**src/rtl/ycc_bitstream_merge_if.sv**
```systemverilog
// Channel inputs and merged-output bundle for the
// Y/Cb/Cr bitstream merger.
interface ycc_bitstream_merge_if;
  logic [31:0] y_JPEG_bitstream;
  logic [31:0] cb_JPEG_bitstream;
  logic [31:0] cr_JPEG_bitstream;
  logic        y_data_ready;
  logic        cb_data_ready;
  logic        cr_data_ready;
  logic        y_eob;
  logic        cb_eob;
  logic        cr_eob;
  logic [4:0]  y_orc;
  logic [4:0]  cb_orc;
  logic [4:0]  cr_orc;
  logic        end_of_file_signal;
  logic [31:0] JPEG_bitstream;
  logic        data_ready;
  logic [4:0]  eof_bitstream_count;
  logic        eof_data_partial_ready;
  logic        overflow;

  modport master (
    output y_JPEG_bitstream, cb_JPEG_bitstream, cr_JPEG_bitstream,
    output y_data_ready, cb_data_ready, cr_data_ready,
    output y_eob, cb_eob, cr_eob,
    output y_orc, cb_orc, cr_orc,
    output end_of_file_signal,
    input  JPEG_bitstream, data_ready, eof_bitstream_count,
    input  eof_data_partial_ready, overflow
  );

  modport slave (
    input  y_JPEG_bitstream, cb_JPEG_bitstream, cr_JPEG_bitstream,
    input  y_data_ready, cb_data_ready, cr_data_ready,
    input  y_eob, cb_eob, cr_eob,
    input  y_orc, cb_orc, cr_orc,
    input  end_of_file_signal,
    output JPEG_bitstream, data_ready, eof_bitstream_count,
    output eof_data_partial_ready, overflow
  );
endinterface

```
**src/rtl/ycc_bitstream_merge.sv**
```systemverilog
// Merges Y/Cb/Cr Huffman streams into one MSB-first
// 32-bit scan bitstream in Y,Cb,Cr block order.
module ycc_bitstream_merge #(
  parameter int FIFO_DEPTH = 32,
  parameter int FIFO_AW    = 5
) (
  input logic clk,
  input logic rst,
  ycc_bitstream_merge_if.slave bus
);
  // entry = {eob, cnt[5:0], data[31:0]}
  localparam int EW = 39;

  typedef enum logic [1:0] {S_Y, S_CB, S_CR} state_t;

  state_t r_state, w_state_nxt;

  logic [2:0][31:0]   w_in_data;
  logic [2:0][4:0]    w_in_orc;
  logic [2:0]         w_in_dr;
  logic [2:0]         w_in_eob;
  logic [2:0]         w_push;
  logic [2:0]         w_full;
  logic [2:0]         w_empty;
  logic [2:0]         w_pop;
  logic [2:0][EW-1:0] w_rdata;

  assign w_in_data = {bus.cr_JPEG_bitstream,
                      bus.cb_JPEG_bitstream,
                      bus.y_JPEG_bitstream};
  assign w_in_orc  = {bus.cr_orc, bus.cb_orc, bus.y_orc};
  assign w_in_dr   = {bus.cr_data_ready,
                      bus.cb_data_ready,
                      bus.y_data_ready};
  assign w_in_eob  = {bus.cr_eob, bus.cb_eob, bus.y_eob};

  for (genvar c = 0; c < 3; c++) begin : g_fifo
    logic [EW-1:0]    r_mem [FIFO_DEPTH];
    logic [FIFO_AW:0] r_wptr;
    logic [FIFO_AW:0] r_rptr;
    logic [EW-1:0]    w_wdata;
    logic             w_wr;

    assign w_push[c] = w_in_dr[c] | w_in_eob[c];
    assign w_wr      = w_push[c] & ~w_full[c];
    assign w_wdata   = w_in_eob[c]
                     ? {1'b1, 1'b0, w_in_orc[c], w_in_data[c]}
                     : {1'b0, 6'd32, w_in_data[c]};
    assign w_empty[c] = (r_wptr == r_rptr);
    assign w_full[c]  =
      (r_wptr[FIFO_AW] != r_rptr[FIFO_AW]) &&
      (r_wptr[FIFO_AW-1:0] == r_rptr[FIFO_AW-1:0]);
    assign w_rdata[c] = r_mem[r_rptr[FIFO_AW-1:0]];

    // channel FIFO pointers; reset empties the FIFO
    always_ff @(posedge clk) begin
      if (rst) begin
        r_wptr <= '0;
        r_rptr <= '0;
      end else begin
        if (w_wr)     r_wptr <= r_wptr + 1'b1;
        if (w_pop[c]) r_rptr <= r_rptr + 1'b1;
      end
    end

    // channel FIFO storage
    always_ff @(posedge clk) begin
      if (!rst && w_wr) r_mem[r_wptr[FIFO_AW-1:0]] <= w_wdata;
    end
  end

  logic [1:0]    w_sel;
  logic [EW-1:0] w_pdata;
  logic          w_pop_any;

  // channel served by the current block state
  always_comb begin
    w_sel = 2'd0;
    unique case (r_state)
      S_Y:     w_sel = 2'd0;
      S_CB:    w_sel = 2'd1;
      S_CR:    w_sel = 2'd2;
      default: w_sel = 2'd0;
    endcase
  end

  // pop one entry per cycle from the current channel
  always_comb begin
    w_pdata   = w_rdata[0];
    w_pop_any = 1'b0;
    w_pop     = 3'b000;
    unique case (w_sel)
      2'd1:    w_pdata = w_rdata[1];
      2'd2:    w_pdata = w_rdata[2];
      default: w_pdata = w_rdata[0];
    endcase
    w_pop_any = ~w_empty[w_sel];
    if (w_pop_any) w_pop = 3'b001 << w_sel;
  end

  // advance block state when an end-of-block entry leaves
  always_comb begin
    w_state_nxt = r_state;
    if (w_pop_any && w_pdata[38]) begin
      unique case (r_state)
        S_Y:     w_state_nxt = S_CB;
        S_CB:    w_state_nxt = S_CR;
        S_CR:    w_state_nxt = S_Y;
        default: w_state_nxt = S_Y;
      endcase
    end
  end

  // block state register
  always_ff @(posedge clk) begin
    if (rst) r_state <= S_Y;
    else     r_state <= w_state_nxt;
  end

  logic [63:0] r_acc;
  logic [5:0]  r_acc_cnt;
  logic        r_flush_pending;
  logic [31:0] r_data;
  logic        r_dr;
  logic [4:0]  r_eof_cnt;
  logic        r_part;
  logic        r_ovf;

  logic        w_emit;
  logic        w_flush;
  logic [63:0] w_acc1;
  logic [63:0] w_acc_nxt;
  logic [5:0]  w_cnt1;
  logic [5:0]  w_cnt_nxt;
  logic [5:0]  w_pcnt;
  logic [31:0] w_pbits;
  logic [31:0] w_flush_word;

  // drain a full word, then append the popped bits behind the residue
  always_comb begin
    w_emit    = r_acc_cnt[5];
    w_acc1    = w_emit ? {r_acc[31:0], 32'd0} : r_acc;
    w_cnt1    = {1'b0, r_acc_cnt[4:0]};
    w_pcnt    = w_pop_any ? w_pdata[37:32] : 6'd0;
    w_pbits   = w_pdata[31:0] & ~(32'hFFFF_FFFF >> w_pcnt);
    if (!w_pop_any) w_pbits = 32'd0;
    w_acc_nxt = w_acc1 | ({w_pbits, 32'd0} >> w_cnt1);
    w_cnt_nxt = w_cnt1 + w_pcnt;
    w_flush   = r_flush_pending && (r_state == S_Y) &&
                (&w_empty) && !r_acc_cnt[5];
    w_flush_word = r_acc[63:32] |
                   (32'hFFFF_FFFF >> r_acc_cnt[4:0]);
  end

  // accumulator, output words, EOF flush and overflow flag
  always_ff @(posedge clk) begin
    if (rst) begin
      r_acc           <= '0;
      r_acc_cnt       <= '0;
      r_flush_pending <= 1'b0;
      r_data          <= '0;
      r_dr            <= 1'b0;
      r_eof_cnt       <= '0;
      r_part          <= 1'b0;
      r_ovf           <= 1'b0;
    end else begin
      r_dr   <= 1'b0;
      r_part <= 1'b0;
      if (w_flush) begin
        r_data          <= w_flush_word;
        r_eof_cnt       <= r_acc_cnt[4:0];
        r_part          <= 1'b1;
        r_acc           <= '0;
        r_acc_cnt       <= '0;
        r_flush_pending <= 1'b0;
      end else begin
        if (w_emit) begin
          r_data <= r_acc[63:32];
          r_dr   <= 1'b1;
        end
        r_acc     <= w_acc_nxt;
        r_acc_cnt <= w_cnt_nxt;
        if (bus.end_of_file_signal) r_flush_pending <= 1'b1;
      end
      if (|(w_push & w_full)) r_ovf <= 1'b1;
    end
  end

  assign bus.JPEG_bitstream         = r_data;
  assign bus.data_ready             = r_dr;
  assign bus.eof_bitstream_count    = r_eof_cnt;
  assign bus.eof_data_partial_ready = r_part;
  assign bus.overflow               = r_ovf;
endmodule
```
**src/flat_wrapper.sv**
```systemverilog
// flat-port wrapper written by rule: the top's interface ports become plain ports
module ycc_bitstream_merge_flat 
#(
  parameter int FIFO_DEPTH = 32,
  parameter int FIFO_AW    = 5
)
  (clk, rst, bus_y_JPEG_bitstream, bus_cb_JPEG_bitstream, bus_cr_JPEG_bitstream, bus_y_data_ready, bus_cb_data_ready, bus_cr_data_ready, bus_y_eob, bus_cb_eob, bus_cr_eob, bus_y_orc, bus_cb_orc, bus_cr_orc, bus_end_of_file_signal, bus_JPEG_bitstream, bus_data_ready, bus_eof_bitstream_count, bus_eof_data_partial_ready, bus_overflow);
  ycc_bitstream_merge_if bus_i ();
  input logic clk;
  input logic rst;
  input wire logic [$bits(bus_i.y_JPEG_bitstream)-1:0] bus_y_JPEG_bitstream;
  input wire logic [$bits(bus_i.cb_JPEG_bitstream)-1:0] bus_cb_JPEG_bitstream;
  input wire logic [$bits(bus_i.cr_JPEG_bitstream)-1:0] bus_cr_JPEG_bitstream;
  input wire logic [$bits(bus_i.y_data_ready)-1:0] bus_y_data_ready;
  input wire logic [$bits(bus_i.cb_data_ready)-1:0] bus_cb_data_ready;
  input wire logic [$bits(bus_i.cr_data_ready)-1:0] bus_cr_data_ready;
  input wire logic [$bits(bus_i.y_eob)-1:0] bus_y_eob;
  input wire logic [$bits(bus_i.cb_eob)-1:0] bus_cb_eob;
  input wire logic [$bits(bus_i.cr_eob)-1:0] bus_cr_eob;
  input wire logic [$bits(bus_i.y_orc)-1:0] bus_y_orc;
  input wire logic [$bits(bus_i.cb_orc)-1:0] bus_cb_orc;
  input wire logic [$bits(bus_i.cr_orc)-1:0] bus_cr_orc;
  input wire logic [$bits(bus_i.end_of_file_signal)-1:0] bus_end_of_file_signal;
  output wire logic [$bits(bus_i.JPEG_bitstream)-1:0] bus_JPEG_bitstream;
  output wire logic [$bits(bus_i.data_ready)-1:0] bus_data_ready;
  output wire logic [$bits(bus_i.eof_bitstream_count)-1:0] bus_eof_bitstream_count;
  output wire logic [$bits(bus_i.eof_data_partial_ready)-1:0] bus_eof_data_partial_ready;
  output wire logic [$bits(bus_i.overflow)-1:0] bus_overflow;
  assign bus_i.y_JPEG_bitstream = bus_y_JPEG_bitstream;
  assign bus_i.cb_JPEG_bitstream = bus_cb_JPEG_bitstream;
  assign bus_i.cr_JPEG_bitstream = bus_cr_JPEG_bitstream;
  assign bus_i.y_data_ready = bus_y_data_ready;
  assign bus_i.cb_data_ready = bus_cb_data_ready;
  assign bus_i.cr_data_ready = bus_cr_data_ready;
  assign bus_i.y_eob = bus_y_eob;
  assign bus_i.cb_eob = bus_cb_eob;
  assign bus_i.cr_eob = bus_cr_eob;
  assign bus_i.y_orc = bus_y_orc;
  assign bus_i.cb_orc = bus_cb_orc;
  assign bus_i.cr_orc = bus_cr_orc;
  assign bus_i.end_of_file_signal = bus_end_of_file_signal;
  assign bus_JPEG_bitstream = bus_i.JPEG_bitstream;
  assign bus_data_ready = bus_i.data_ready;
  assign bus_eof_bitstream_count = bus_i.eof_bitstream_count;
  assign bus_eof_data_partial_ready = bus_i.eof_data_partial_ready;
  assign bus_overflow = bus_i.overflow;
  ycc_bitstream_merge #(.FIFO_DEPTH(FIFO_DEPTH), .FIFO_AW(FIFO_AW)) u_core (.clk(clk), .rst(rst), .bus(bus_i));
endmodule
```
**config.mk**
```make
export PLATFORM = sky130hd
export DESIGN_NAME = ycc_bitstream_merge_flat
export DESIGN_NICKNAME = d
export VERILOG_FILES = /design/src/rtl/ycc_bitstream_merge_if.sv /design/src/rtl/ycc_bitstream_merge.sv /design/src/flat_wrapper.sv
export SDC_FILE = /design/constraint.sdc
export NUM_CORES = 2
export LEC_CHECK = 0
export BUFFER_PORTS_ARGS = -buffer_cell sky130_fd_sc_hd__clkbuf_2
export CORE_MARGIN = 4
export CORE_UTILIZATION = 45
export DETAILED_ROUTE_END_ITERATION = 16
export HOLD_SLACK_MARGIN = 0.08
export MAX_ROUTING_LAYER = met4
export SETUP_SLACK_MARGIN = 0.05
export SYNTH_ARGS = -nofsm -noshare
export SYNTH_HDL_FRONTEND = slang
export SYNTH_SLANG_ARGS = --single-unit
export TNS_END_PERCENT = 1
```
**constraint.sdc**
```tcl
create_clock -name clk -period 3.95 [get_ports clk]
set_input_delay 0.9875 -clock clk [delete_from_list [all_inputs] [get_ports clk]]
set_output_delay 0.9875 -clock clk [all_outputs]
set_load 0.005 [all_outputs]
```
# == Yosys cells after proc, flatten, opt, wreduce, memory -nomap -nowiden ==
# Memories as Yosys holds them, arrays and structs flattened. A register that Yosys moved wholly into a read port is not among the register bits.
# Index checks and enable logic that the tools add are counted.
# word_totals
register_bits,149
mem_bits_rw,3744
inputBits,120
elab_cells,103
memories,3
# op_classes
addsub,7
order_cmp,1
eq_ne,13
n_shift,4
mux,28
bitwise_logic,15
n_reduce_logical,17
# mem_list
name,depth,width,rd,rd_ports_with_merged_regs,wr,line,source
u_core.g_fifo[0].r_mem,32,39,1,1,1,ycc_bitstream_merge.sv:38,logic [EW-1:0] r_mem [FIFO_DEPTH];
u_core.g_fifo[1].r_mem,32,39,1,1,1,ycc_bitstream_merge.sv:38,
u_core.g_fifo[2].r_mem,32,39,1,1,1,ycc_bitstream_merge.sv:38,
# op_table
cell,count
$mux 39,3
$mux 32,3
$pmux 39 s2,1
$mux 64,1
$or 64x64->64,1
$shr 64x5->64,1
$add 6x1->6 const B,6
$and 32x32->32,1
$not 32->32,1
$or 32x32->32,1
$shr 32x5->32 const A,1
$shr 32x6->32 const A,1
$mux 5,6
$eq 6x6->1,3
$eq 5x5->1,3
$logic_and 1x1->1,10
$mux 1,9
$pmux 2 s2,2
$add 5x6->6,1
$mux 6,1
$eq 2x1->1 const B,2
$eq 2x2->1 const B,2
$not 1->1,4
$and 1x1->1,3
13 further kinds,18

# == Depth between registers and ports, before layout ==
# logic_depth
word_depth,11
depth_mapped,20
mapped_depth_nobuf,16

# == Least setup slack after synthesis ==
# Ideal clock, no wire load.
# synth_path
kind,reg2reg
from,register (tool-made name)
to,register u_core.r_acc[28]
setup_time_ps,132
arrival_ps,3964
path_slack_ps,-145
path_stages_with_launch,16
synth_period_minus_slack_ps,4095
cell_sequence,dfxtp_1 clkbuf_2 buf_4 buf_6 buf_4 buf_2 buf_2 mux4_2 mux4_2 nand2_1 nand3_1 nand4_1 a2bb2oi_1 mux4_1 a2111oi_0 nor3_1
# synth_rtl
element,line,source
end signal: assignment,ycc_bitstream_merge.sv:181,r_acc <= w_acc_nxt;
end: declaration,ycc_bitstream_merge.sv:120,logic [63:0] r_acc;

==> flow_metrics.py <==
metrics = {
    "run_status": {
        "status": "complete, but fails checks",
        "violations": "setup timing",
    },
    "floorplanning": {
        "rows": 214,
        "core_mm2": 0.3398,
        "die_h_um": 592.1,
        "start_util": 0.4519,
        "die_area_mm2": 0.3506,
        "pin_count": 160,
        "die_w_um": 592.1,
    },
    "critical_path": {
        "crit_chain": "buf_12, buf_16, buf_4, mux4_2, nor2b_1, a211oi_1, a31oi_2, o211ai_1, buf_4, a311o_1, nor2_1, a32oi_1, buf_4, mux2i_2, mux4_2, a22oi_2, a21oi_1",
        "criticalPathCategory": "register to register",
        "crit_path_start_kind": "register",
        "cp-end-kind": "register",
        "slowest_stage": "mux4_2",
        "cp_common_cell": "buf_4",
        "cp.required_ns": 4.77,
        "cpPeakStageDelay_ns": 0.52,
        "crit_fanout": 25,
        "arrival_ns": 5.23,
    },
    "logic_synthesis": {
        "ys_ff_latch": 3908,
        "avgSynthCellArea_um2": 21.32,
        "synthAdderAreaFrac": 0.002168,
        "syn_inst": 7200,
        "synth_flop_cell": "edfxtp_1",
        "yosys_warnings": 0,
        "yosys.area_share.simple": 0.02534,
        "synth_area_mm2": 0.1535,
        "synth_top_family_by_area": "multiplexers",
        "synth_compound_area_frac": 0.02791,
        "yosys-mux-area-fraction": 0.1719,
        "async_flop_share": 0,
        "synth_xor_area_frac": 0.002738,
        "synth_cell_types": 100,
        "syn_nets": 7346,
        "yosysSeqAreaShare": 0.7537,
        "synth_edf_count": 3744,
    },
    "route": {
        "dr_total_vias": 80800,
        "drtIter0Drc": 9654,
        "drt_wl_total_um": 446200,
        "wire_per_inst_um": 33.71,
        "first_pass_iters": 8,
        "drc": 0,
        "drt-vias-per-instance": 6.103,
        "antenna_left": 0,
    },
    "global_routing": {
        "grt_pass1_wl_um": 625100,
        "grt_start_max_net_pins": 50,
        "grt.met3_usage": 0.04186,
        "grt_antenna_before_repair": 38,
        "met1_usage": 0.3453,
        "busiest_layer": "met2",
        "grt_pass1_vias": 81780,
        "met2_usage": 0.4106,
        "globalRouteTotalUtil": 0.2596,
        "overflow": 0,
    },
    "sta": {
        "slew_headroom": 0.1259,
        "setup_tns_ns": -14.73,
        "worstMarginPinSlew_ns": 1.306,
        "setup_ws_ns": -0.4517,
        "fin_crit_sh": 1.114,
        "slew_violations": 0,
        "rsz0062_at_grt": "true",
        "finClkSkew_ns": 0.09605,
        "setup_viol": 57,
        "fin_crit_ns": 4.402,
        "max_freq_ghz": 0.2272,
        "final_hold_viol_count": 0,
        "hold_ws_ns": 0.3257,
    },
    "layout": {
        "stdcell_count": 13240,
        "fin_nets": 8495,
        "regArea_mm2": 0.1158,
        "drive_above_1_share": 0.3637,
        "syn_to_final_growth_pct": 18.88,
        "n_fill_cell": 25900,
        "multi_input_area_mm2": 0.03723,
    },
    "clocking": {
        "cts_sinks": 3908,
        "ctsHoldBuffers": 0,
        "cts_buffers": 402,
        "ctsLongestPathBuffers": 4,
        "clock_latency_ns": 0.97,
        "cts_root_buf": "clkbuf_16",
        "cts_tree": "built",
        "cts.htree.levels": 5,
        "cts.clk_slew.worst_paths_ns": 0.06,
    },
    "min_path": {
        "hold_path.class": "input pin to register",
    },
    "pwr": {
        "seqPwrFrac": 0.437,
        "sw_frac_of_total": 0.2665,
        "cellPowerDensity_mw_per_mm2": 580.7,
        "leakage_nw": 57.55,
        "internal-power_mw": 77.75,
        "pwr-share-comb": 0.215,
        "peakVddDrop_mv": 0.4309,
        "p_switching_mw": 28.24,
        "p_clk_frac": 0.348,
    },
    "job": {
        "cap_violations": 0,
    },
    "place": {
        "place_inst": 12420,
        "gp_congestion": 0.8868,
        "numPortBuffers": 159,
        "place_hpwl_um": 261200,
    },
}
## cell type report
| class | instances | share of cell area |
|---|---|---|
| diodes | 32 | 0.0004387 |
| clock buffers | 515 | 0.05841 |
| clock inverters | 211 | 0.01126 |
| inverters | 41 | 0.0008569 |
| multi-input cells | 2848 | 0.2040 |
| flip-flops and latches | 3908 | 0.6343 |
| well taps | 4536 | 0.03109 |
| repair buffers | 1148 | 0.05971 |
## layout by cell type (no fill, tap or decap), drive strengths merged, types with 32 or more instances in the layout
master	n
a211oi	49
o22ai	49
and2	42
a22oi	58
edfxtp	3744
mux2	73
inv	52
diode	32
dfxtp	164
a21oi	121
nor2	319
nand3	50
a31oi	35
o21ai	72
nor3	69
clkbuf	674
buf	987
clkinv	155
mux4	1050
nand2	238
mux2i	189
nor2b	33
## layer usage
| layer | up-vias | wire length, um |
|---|---|---|
| met5 | - | 0 |
| met4 | 0 | 17650 |
| met3 | 858 | 35480 |
| met2 | 3707 | 218500 |
| met1 | 43570 | 174600 |
| li1 | 32670 | - |
## synth_stat cells, types with 65 or more instances
| cell | n | area [um2] |
|---|---|---|
| mux4_2 | 1042 | 23470 |
| mux2_2 | 72 | 810.8 |
| clkbuf_1 | 132 | 495.5 |
| a21oi_1 | 120 | 600.6 |
| nor2_1 | 319 | 1197 |
| nand2_1 | 236 | 885.9 |
| dfxtp_1 | 164 | 3283 |
| buf_2 | 128 | 640.6 |
| nor3_1 | 68 | 340.3 |
| buf_4 | 80 | 600.6 |
| mux2i_1 | 189 | 1892 |
| o21ai_0 | 65 | 325.3 |
| edfxtp_1 | 3744 | 112400 |
## metrics by stage
| stage | cell area, um2 | power [mW] | setup WS, ns | util |
|---|---|---|---|---|
| after floorplan | 153600 | 58.33 | 0.009279 | - |
| after global placement | 167300 | 67.74 | -0.9792 | 0.4924 |
| after detailed placement | 167300 | 67.85 | -0.8422 | 0.4924 |
| after CTS | 181600 | 105.6 | -0.4841 | 0.5344 |
| after global routing | 182500 | 109.6 | -0.5519 | 0.5371 |
| final | 182500 | 106.0 | -0.4517 | 0.5372 |
## repair_timing
item                                    4_1_cts  5_1_grt
cloned                                       11        1
resized for setup                           191      149
endpoints found under the setup margin       65       64
hold endpoints to repair                      0        0
buffers inserted                             28       26
pin swaps                                    35       59
## state kept, by name (all words and copies together), names as in the netlist, 2 cells and up, named ones only
name	count
u_core.r_acc	64
u_core.r_state	2
u_core.r_acc_cnt	6
u_core.bus.JPEG_bitstream	32
u_core.g_fifo.r_mem	3744
u_core.g_fifo.r_rptr	18
u_core.g_fifo.r_wptr	18
u_core.bus.eof_bitstream_count	5
## power groups by stage
stage	clock (mW)	combinational, mW	sequential, mW
6_report	36.9	22.8	46.4
5_1_grt	39.3	24.0	46.4
2_1_floorplan	0	11.3	47.1
3_3_place_gp	0	20.5	47.2
4_1_cts	37.4	21.8	46.4
3_5_place_dp	0	20.6	47.2
## logic make-up (layout without fill, tap and decap cells)
kind of cell / count (synthesis) / count (layout)
AOI/OAI and AO/OA: 604 / 604
xor gates and xnor gates: 48 / 48
adders and majority gates: 26 / 26
buffers and inverters: 444 / 1915
DFF: 3908 / 3908
muxes: 1312 / 1312
other: 0 / 32
and+or+nand+nor: 858 / 858
## critical path: cells and delay by family, from the launching register on
family,cells,cell delay [ns]
buffers and inverters,5,1.05
multiplexers,3,1.13
AND/OR/NAND/NOR,2,0.21
flip-flops,1,0.38
AO/OA/AOI/OAI,7,1.48
## final timing paths
check | end | startpoint | depth (start not counted) | slack, ns
max | u_core.r_acc[46] | register | 17 | -0.45
min reg2reg | u_core.r_acc[9] | u_core.r_acc[9] | 2 | 0.45
min | u_core.r_flush_pending | bus_end_of_file_signal | 3 | 0.33
max reg2reg | u_core.r_acc[46] | register | 17 | -0.45
No activity file was read; power rests on OpenSTA's default activity.
